--- src/rtl/interrupt_controller_if.sv ---
// interrupt_controller_if
//   Request/acknowledge/return handshake between the interrupt controller
//   and the Control unit.
//   irq_ack      Control -> controller, one-cycle pulse: interrupt taken
//   irq_return   Control -> controller, one-cycle pulse: OS returned to user
//   interruption controller -> Control, 2-bit code (00 none, 01 quantum,
//                10 user request, 11 IO)
//   irq_pending  controller -> Control, pending vector {io, user, quantum}
interface interrupt_controller_if;
    logic       irq_ack;
    logic       irq_return;
    logic [1:0] interruption;
    logic [2:0] irq_pending;

    // Control unit side
    modport master (
        output irq_ack,
        output irq_return,
        input  interruption,
        input  irq_pending
    );

    // Interrupt controller side
    modport slave (
        input  irq_ack,
        input  irq_return,
        output interruption,
        output irq_pending
    );
endinterface

--- src/rtl/interrupt_controller.sv ---
// interrupt_controller
//   Arbitrates the quantum timer, the user OS-request button and the IO
//   input request, and sequences the request/ack/return handshake with
//   the Control unit.
//   fast_clock     single clock
//   reset          asynchronous active-low reset
//   step           one-cycle pulse per retired instruction
//   is_os          high while OS code runs (freezes quantum timer)
//   user_request   debounced button level (rising edge is the event)
//   io_request     IO input request level
//   quantum_load   load quantum_value into reload register and counter
//   quantum_value  new quantum length, 0 disables the timer
//   quantum_count  current quantum counter value
//   irq_bus        handshake with Control (see interrupt_controller_if)
module interrupt_controller #(
    parameter int unsigned QUANTUM_WIDTH   = 16,
    parameter int unsigned QUANTUM_DEFAULT = 1000
) (
    input  logic                     fast_clock,
    input  logic                     reset,
    input  logic                     step,
    input  logic                     is_os,
    input  logic                     user_request,
    input  logic                     io_request,
    input  logic                     quantum_load,
    input  logic [QUANTUM_WIDTH-1:0] quantum_value,
    output logic [QUANTUM_WIDTH-1:0] quantum_count,
    interrupt_controller_if.slave    irq_bus
);

    localparam logic [QUANTUM_WIDTH-1:0] RELOAD_RST = QUANTUM_WIDTH'(QUANTUM_DEFAULT);
    localparam logic [QUANTUM_WIDTH-1:0] ONE        = QUANTUM_WIDTH'(1);

    typedef enum logic [1:0] {
        IDLE,
        REQUEST,
        SERVICE
    } state_t;

    state_t                   state, state_next;
    logic [1:0]               code_q;
    logic [1:0]               arb_code;
    logic [2:0]               pending_q, pending_next;
    logic [2:0]               clear_mask, set_mask;
    logic                     user_prev;
    logic [QUANTUM_WIDTH-1:0] reload_q, reload_next;
    logic [QUANTUM_WIDTH-1:0] count_q, count_next;
    logic                     expire;
    logic                     ack_take, ret_take;

    // Handshake pulses only act in the state that expects them
    assign ack_take = (state == REQUEST) && irq_bus.irq_ack;
    assign ret_take = (state == SERVICE) && irq_bus.irq_return;

    // Fixed priority: io > user > quantum
    always_comb begin
        arb_code = 2'b00;
        if (pending_q[2])      arb_code = 2'b11;
        else if (pending_q[1]) arb_code = 2'b10;
        else if (pending_q[0]) arb_code = 2'b01;
    end

    // Quantum timer. Load beats return-reload beats decrement; a zero
    // reload value parks the counter and never expires.
    always_comb begin
        reload_next = reload_q;
        count_next  = count_q;
        expire      = 1'b0;
        if (quantum_load) begin
            reload_next = quantum_value;
            count_next  = quantum_value;
        end else if (ret_take) begin
            count_next = reload_q;
        end else if (step && (state == IDLE) && !is_os && (reload_q != '0)) begin
            if (count_q <= ONE) begin
                expire     = 1'b1;
                count_next = reload_q;
            end else begin
                count_next = count_q - ONE;
            end
        end
    end

    // Pending bits: sticky, cleared only by the ack of the served code;
    // a same-edge set overrides the clear.
    always_comb begin
        clear_mask = '0;
        if (ack_take) begin
            case (code_q)
                2'b01:   clear_mask = 3'b001;
                2'b10:   clear_mask = 3'b010;
                2'b11:   clear_mask = 3'b100;
                default: clear_mask = 3'b000;
            endcase
        end
        set_mask     = {io_request, user_request & ~user_prev, expire};
        pending_next = (pending_q & ~clear_mask) | set_mask;
    end

    // Next-state logic
    always_comb begin
        state_next = state;
        case (state)
            IDLE:    if (pending_q != '0) state_next = REQUEST;
            REQUEST: if (ack_take)        state_next = SERVICE;
            SERVICE: if (ret_take)        state_next = IDLE;
            default:                      state_next = IDLE;
        endcase
    end

    // State register
    always_ff @(posedge fast_clock or negedge reset) begin
        if (!reset) begin
            state <= IDLE;
        end else begin
            state <= state_next;
        end
    end

    // Datapath registers
    always_ff @(posedge fast_clock or negedge reset) begin
        if (!reset) begin
            code_q    <= '0;
            pending_q <= '0;
            user_prev <= 1'b1;  // a button already held at reset is not an event
            reload_q  <= RELOAD_RST;
            count_q   <= RELOAD_RST;
        end else begin
            // Code is captured only when leaving IDLE so it stays stable
            // for the whole REQUEST phase.
            if ((state == IDLE) && (pending_q != '0)) begin
                code_q <= arb_code;
            end
            pending_q <= pending_next;
            user_prev <= user_request;
            reload_q  <= reload_next;
            count_q   <= count_next;
        end
    end

    // Output logic
    always_comb begin
        irq_bus.interruption = (state == REQUEST) ? code_q : 2'b00;
        irq_bus.irq_pending  = pending_q;
        quantum_count        = count_q;
    end

endmodule

--- src/flat_wrapper.sv ---
// flat-port wrapper written by rule: the top's interface ports become plain ports
module interrupt_controller_flat 
#(
    parameter int unsigned QUANTUM_WIDTH   = 16,
    parameter int unsigned QUANTUM_DEFAULT = 1000
)
  (fast_clock, reset, step, is_os, user_request, io_request, quantum_load, quantum_value, quantum_count, irq_bus_irq_ack, irq_bus_irq_return, irq_bus_interruption, irq_bus_irq_pending);
  interrupt_controller_if irq_bus_i ();
  input  logic fast_clock;
  input  logic reset;
  input  logic step;
  input  logic is_os;
  input  logic user_request;
  input  logic io_request;
  input  logic quantum_load;
  input  logic [QUANTUM_WIDTH-1:0] quantum_value;
  output logic [QUANTUM_WIDTH-1:0] quantum_count;
  input wire logic [$bits(irq_bus_i.irq_ack)-1:0] irq_bus_irq_ack;
  input wire logic [$bits(irq_bus_i.irq_return)-1:0] irq_bus_irq_return;
  output wire logic [$bits(irq_bus_i.interruption)-1:0] irq_bus_interruption;
  output wire logic [$bits(irq_bus_i.irq_pending)-1:0] irq_bus_irq_pending;
  assign irq_bus_i.irq_ack = irq_bus_irq_ack;
  assign irq_bus_i.irq_return = irq_bus_irq_return;
  assign irq_bus_interruption = irq_bus_i.interruption;
  assign irq_bus_irq_pending = irq_bus_i.irq_pending;
  interrupt_controller #(.QUANTUM_WIDTH(QUANTUM_WIDTH), .QUANTUM_DEFAULT(QUANTUM_DEFAULT)) u_core (.fast_clock(fast_clock), .reset(reset), .step(step), .is_os(is_os), .user_request(user_request), .io_request(io_request), .quantum_load(quantum_load), .quantum_value(quantum_value), .quantum_count(quantum_count), .irq_bus(irq_bus_i));
endmodule
--- config.mk ---
export PLATFORM = sky130hd
export DESIGN_NAME = interrupt_controller_flat
export DESIGN_NICKNAME = d
export VERILOG_FILES = /design/src/rtl/interrupt_controller_if.sv /design/src/rtl/interrupt_controller.sv /design/src/flat_wrapper.sv
export SDC_FILE = /design/constraint.sdc
export NUM_CORES = 1
export LEC_CHECK = 0
export ABC_AREA = 0
export BUFFER_PORTS_ARGS = -buffer_cell sky130_fd_sc_hd__buf_2
export CAP_MARGIN = 20
export CORE_ASPECT_RATIO = 0.5
export CORE_UTILIZATION = 40
export CTS_BUF_LIST = sky130_fd_sc_hd__clkbuf_8
export DETAILED_ROUTE_END_ITERATION = 8
export GPL_TIMING_DRIVEN = 0
export HOLD_SLACK_MARGIN = 0.08
export PLACE_DENSITY_LB_ADDON = 0.15
export SYNTH_ARGS = -nofsm -noshare
export SYNTH_HDL_FRONTEND = slang
export SYNTH_SLANG_ARGS = --single-unit
--- constraint.sdc ---
create_clock -name fast_clock -period 2.75 [get_ports fast_clock]
set_clock_uncertainty 0.2 [all_clocks]
set_input_delay 0.55 -clock fast_clock [delete_from_list [all_inputs] [get_ports fast_clock]]
set_output_delay 0.55 -clock fast_clock [all_outputs]
set_load 0.01 [all_outputs]
---- Word-level counts from Yosys, hierarchy flattened ----
Index checks and enable logic that the tools add are counted.
storage, ports and cells
  bits in registers ....................... 40
  latch bits .............................. 0
  memory bits (writable) .................. 0
  memory bits (read-only) ................. 0
  input bits .............................. 25
  word-level logic and storage cells ...... 51
  memories ................................ 0
operators by class
  add/sub/neg operators ................... 1
  multipliers ............................. 0
  divide/modulo/power cells ............... 0
  magnitude comparators ................... 1
  equal/unequal tests ..................... 8
  shifts and indexed selects .............. 0
  mux-type cells .......................... 18
  bitwise gates (word level) .............. 5
  reductions and logical operators ........ 12
operators with widths
  operator                                                                           number
  16-bit 2-to-1 mux                                                                  4
  16-bit by 1-bit less-or-equal comparator with 1-bit output, second input constant  1
  16-bit nonzero test                                                                1
  16-bit by 1-bit subtractor with 16-bit output, second input constant               1
  2-bit 2-to-1 mux                                                                   6
  3-bit case mux with 3 select lines                                                 1
  2-bit == test, second input constant                                               3
  1-bit logical AND                                                                  6
  2-bit by 1-bit inequality test with 1-bit output, second input constant            3
  2-bit case mux with 3 select lines                                                 1
  3-bit nonzero test                                                                 2
  1-bit 2-to-1 mux                                                                   5
  2-bit by 1-bit == test with 1-bit output, second input constant                    2
  3-bit AND                                                                          1
  3-bit 2-to-1 mux                                                                   1
  3-bit inverter                                                                     1
  3-bit OR                                                                           1
  3-bit AND reduction                                                                1
  2-bit zero test                                                                    1
  1-bit AND                                                                          1
  1-bit zero test                                                                    1
  1-bit inverter                                                                     1

---- Logic depth before layout (Yosys ltp) ----
  depth after elaboration ................. 8
  gate-level depth with buffers ........... 8
  depth with buffers taken out ............ 7

---- Worst setup path after synthesis ----
No wires, ideal clock.
  path type ............................... register to register
  from .................................... reg u_core.count_q[4] (netlist: u_core.quantum_count[4])
  to ...................................... reg u_core.count_q[12] (netlist: u_core.quantum_count[12])
  setup time .............................. 121 ps
  arrival time ............................ 2113 ps
  data required time ...................... 2429 ps
  slack ................................... 316 ps
  cell stages (with the launch flop) ...... 8
  buffers on the path ..................... 2
  cell sequence ........................... dfrtp_1 -> or4_1 -> buf_2 -> or3_1 -> buf_6 -> o21ai_4 -> o21ai_1 -> a22o_1
between the ends
  word-level cells in the longest chain between the ends .. 5
ends and longest elaborated chain
  what                                                                                                                                line                                                    text
  from (decl)                                                                                                                         interrupt_controller.sv:47                              logic [QUANTUM_WIDTH-1:0] count_q, count_next;
  from (signal assigned)                                                                                                              interrupt_controller.sv:137                             count_q <= count_next;
  16-bit by 1-bit subtractor with 16-bit output / 16-bit by 1-bit less-or-equal comparator with 1-bit output (equally long branches)  interrupt_controller.sv:79, interrupt_controller.sv:75
  16-bit 2-to-1 mux (*)                                                                                                               interrupt_controller.sv:75                              if (count_q <= ONE) begin
  16-bit 2-to-1 mux (*)                                                                                                               interrupt_controller.sv:74                              end else if (step && (state == IDLE) && !is_os && (reload_q != '0)) begin
  16-bit 2-to-1 mux (*)                                                                                                               interrupt_controller.sv:72                              end else if (ret_take) begin
  16-bit 2-to-1 mux (*)                                                                                                               interrupt_controller.sv:69                              if (quantum_load) begin
Mark *: on every way between the ends. The rest lies on a longest branch, timed or not. The select of a mux whose other input is x is not followed.
A chain may end at the register's enable or synchronous reset.

---- Worst setup path after layout ----
Ends and elaborated chain as after synthesis.

==> impl_metrics.toml <==
[run_status]
status = "complete, no violations"

[worst_setup_path]
r2r-start = "u_core.quantum_count[4]"
r2r_end = "u_core.quantum_count[12]"
worstPathArrival_ns = 2.64
reg2reg_depth = 7
setup.worst_path.start_class = "flop"
worst-setup-path-type = "flop to flop"
rrSetupSlack_ns = 0.11
critical_path_required_ns = 2.75
slowest_delay_ns = 0.49
worstPathCellList = "or4_1 -> buf_2 -> or3_1 -> buf_6 -> o21ai_4 -> o21ai_1 -> a22o_1"
crit_path_max_fanout = 10
crit_slowest_cell = "or4_1"
critPathCaptureType = "flop"

[die]
initial_core_util = 0.4309
io_pins = 46
die_x_um = 106.7
rows = 18
fp.coreArea_um2 = 5090
dieArea_um2 = 5801
die_y_um = 54.36

[layout]
fill_cells = 539
drive_gt1_frac = 0.2811
antennaDiodeCount = 0
syn2layout_area_growth_pct = 18.14
layout.nets = 307

[global_route]
grt-ovfl-total = 0
grt_pass1_wl_um = 9522
first_global_vias = 1816
grt_max_degree = 41
antenna_found_initial = 0
grt_use_total = 0.2284

[logic_synthesis]
synthTopCellsByArea = "dfrtp_1 (31%), dfstp_2 (16%), o21ai_0 (4.1%), nand2_1 (4.1%), o2bb2ai_1 (2.8%)"
syn_avg_cell_area_um2 = 9.578
yosys.cell_types.count = 50
synth_ff_type = "dfrtp_1"
ys_seq_elements = 40
synthArstFlopShare = 1.000
synth-edff-count = 0
synth_top_cell_by_area = "dfrtp_1"
synth_top_cell_area_share = 0.3080
yosysSeqAreaShare = 0.4638
synth_commonest_cells = "dfrtp_1 (27), nand2_1 (24), o21ai_0 (18)"
syn_inst = 229
synth_warnings = 0
syn-cell-area_um2 = 2193
post-synth-top-count-cell = "dfrtp_1"
syn-num-nets = 256

[sta]
slew_headroom = 0.3847
period_share = 0.9601
slew_viol_final = 0
hold_slack_ns = 0.1473
fmax_mhz = 378.7
hold_viol_final = 0
timing.setup.tns_ns = 0
rsz0062_at_grt = "no"
tightest_slew_ns = 0.9229
setup_violations = 0
period_needed_ns = 2.640

[clock_network]
numCtsBuffers = 5
cts_sinks = 40
clkLatencyLatePin_ns = 0.31
post_cts_buffers = 0
h-tree-depth = 2
ctsHoldBuffers = 0
cts_resized = 0
cts_tree = "yes"
path_clk_slew_ns = 0.08
root_buffer = "clkbuf_8"
clock_path_buffers = 2

[pwr]
p_per_area_nw_per_um2 = 830.3
leakage_uw = 0.001125
vdd_ir_drop_max_uv = 403.9

[drt]
ant_nets = 0
vias = 2013
first_pass_iters = 4
wire_per_inst_um = 17.03
drtIter0Drc = 122
vias_per_cell = 5.735
wl_um = 5979
drc_errors = 0

[placement]
gp_congestion = 0.8110
place_hpwl_um = 4195
numPortBuffers = 44

[worst_hold_path]
holdPathEnd = "u_core.user_prev"
worstHoldStart = "user_request"
hold_path_class = "input pin to flop"
holdPathStages = 1

[flow_run]
max-cap-violations = 0
[metrics by stage]
stage | cells | instance area [um^2] | worst slack [ns] | power [uW] | util
3_3_place_gp | 343 | 2501 | 0.1484 | 1720 | 0.4914
3_5_place_dp | 343 | 2501 | 0.1300 | 1737 | 0.4914
2_1_floorplan | 229 | 2193 | 0.3156 | 1431 | -
6_report | 351 | 2591 | 0.1097 | 2152 | 0.5091
4_1_cts | 351 | 2591 | 0.1026 | 2157 | 0.5091
5_1_grt | 351 | 2591 | 0.002371 | 2307 | 0.5091
[how the worst max path moves through the flow]
stage	startpoint	to	slack (ns)	cells after the start
after floorplan	u_core.quantum_count[4]	u_core.quantum_count[12]	0.32	7
after global routing	u_core.quantum_count[4]	u_core.quantum_count[5]	0.002	6
after global placement	u_core.quantum_count[4]	u_core.quantum_count[12]	0.15	7
after detailed placement	u_core.quantum_count[4]	u_core.quantum_count[12]	0.13	7
final	u_core.quantum_count[4]	u_core.quantum_count[12]	0.11	7
after CTS	u_core.quantum_count[4]	u_core.quantum_count[12]	0.10	7
[cells by family after synthesis]
kind of cell | synth area share
AO/OA/AOI/OAI | 0.2099
XOR/XNOR | 0.01598
adder cells (fa/ha/maj) | 0.01141
buffers and inverters | 0.04335
flip-flops | 0.4638
multiplexers | 0.04392
AND/OR/NAND/NOR | 0.2116
[worst max-delay path: cells and delay by family (launching register included)]
family                 cells  cell delay, ns
DFF                        1            0.47
buffers and inverters      2            0.36
and+or+nand+nor            2            0.86
AOI/OAI and AO/OA          3            0.65
[sequential cells by signal, indices dropped and copies added, names as in the netlist]
signal and cells:
u_core.reload_q 16, u_core.state 2, u_core.code_q 2, u_core.user_prev 1
u_core.irq_bus.irq_pending 3, u_core.quantum_count 16
[final cells by class]
cell class	instances	area, um^2	area share
Timing Repair Buffer	44	220.2	0.08498
Tap cell	70	87.58	0.03380
Inverter	12	45.04	0.01738
Clock buffer	6	82.58	0.03187
Multi-Input combinational cell	166	1081	0.4172
Sequential cell	40	1017	0.3926
Buffer	11	50.05	0.01931
Clock inverter	2	7.507	0.002897
[placed cells by master (no fill, tap or decap), types with 5 or more instances in the layout]
cell	n
buf_2	45
clkbuf_1	8
clkbuf_8	6
dfrtp_1	27
dfstp_2	13
inv_1	14
mux2_2	5
nand2_1	24
nand3_1	7
nand4_1	5
nor2_1	15
nor3_1	9
nor4_1	7
o21ai_0	18
o2bb2ai_1	7
[per-layer routing]
layer / global-route usage / part of all wire / up-vias
met5: 0 / 0 / -
met1: 0.3149 / 0.49 / 994
met3: 0.06429 / 0.072 / 8
met4: 0.07763 / 0.011 / 0
li1: - / - / 950
met2: 0.3495 / 0.43 / 61
[power by group]
part | internal [uW] | switching, uW | leakage [uW]
logic | 332 | 460 | 0.000618
registers | 761 | 182 | 0.000453
clock network | 198 | 220 | 0.0000538
total | 1290 | 861 | 0.00112
No activity file was read; power rests on OpenSTA's default activity.
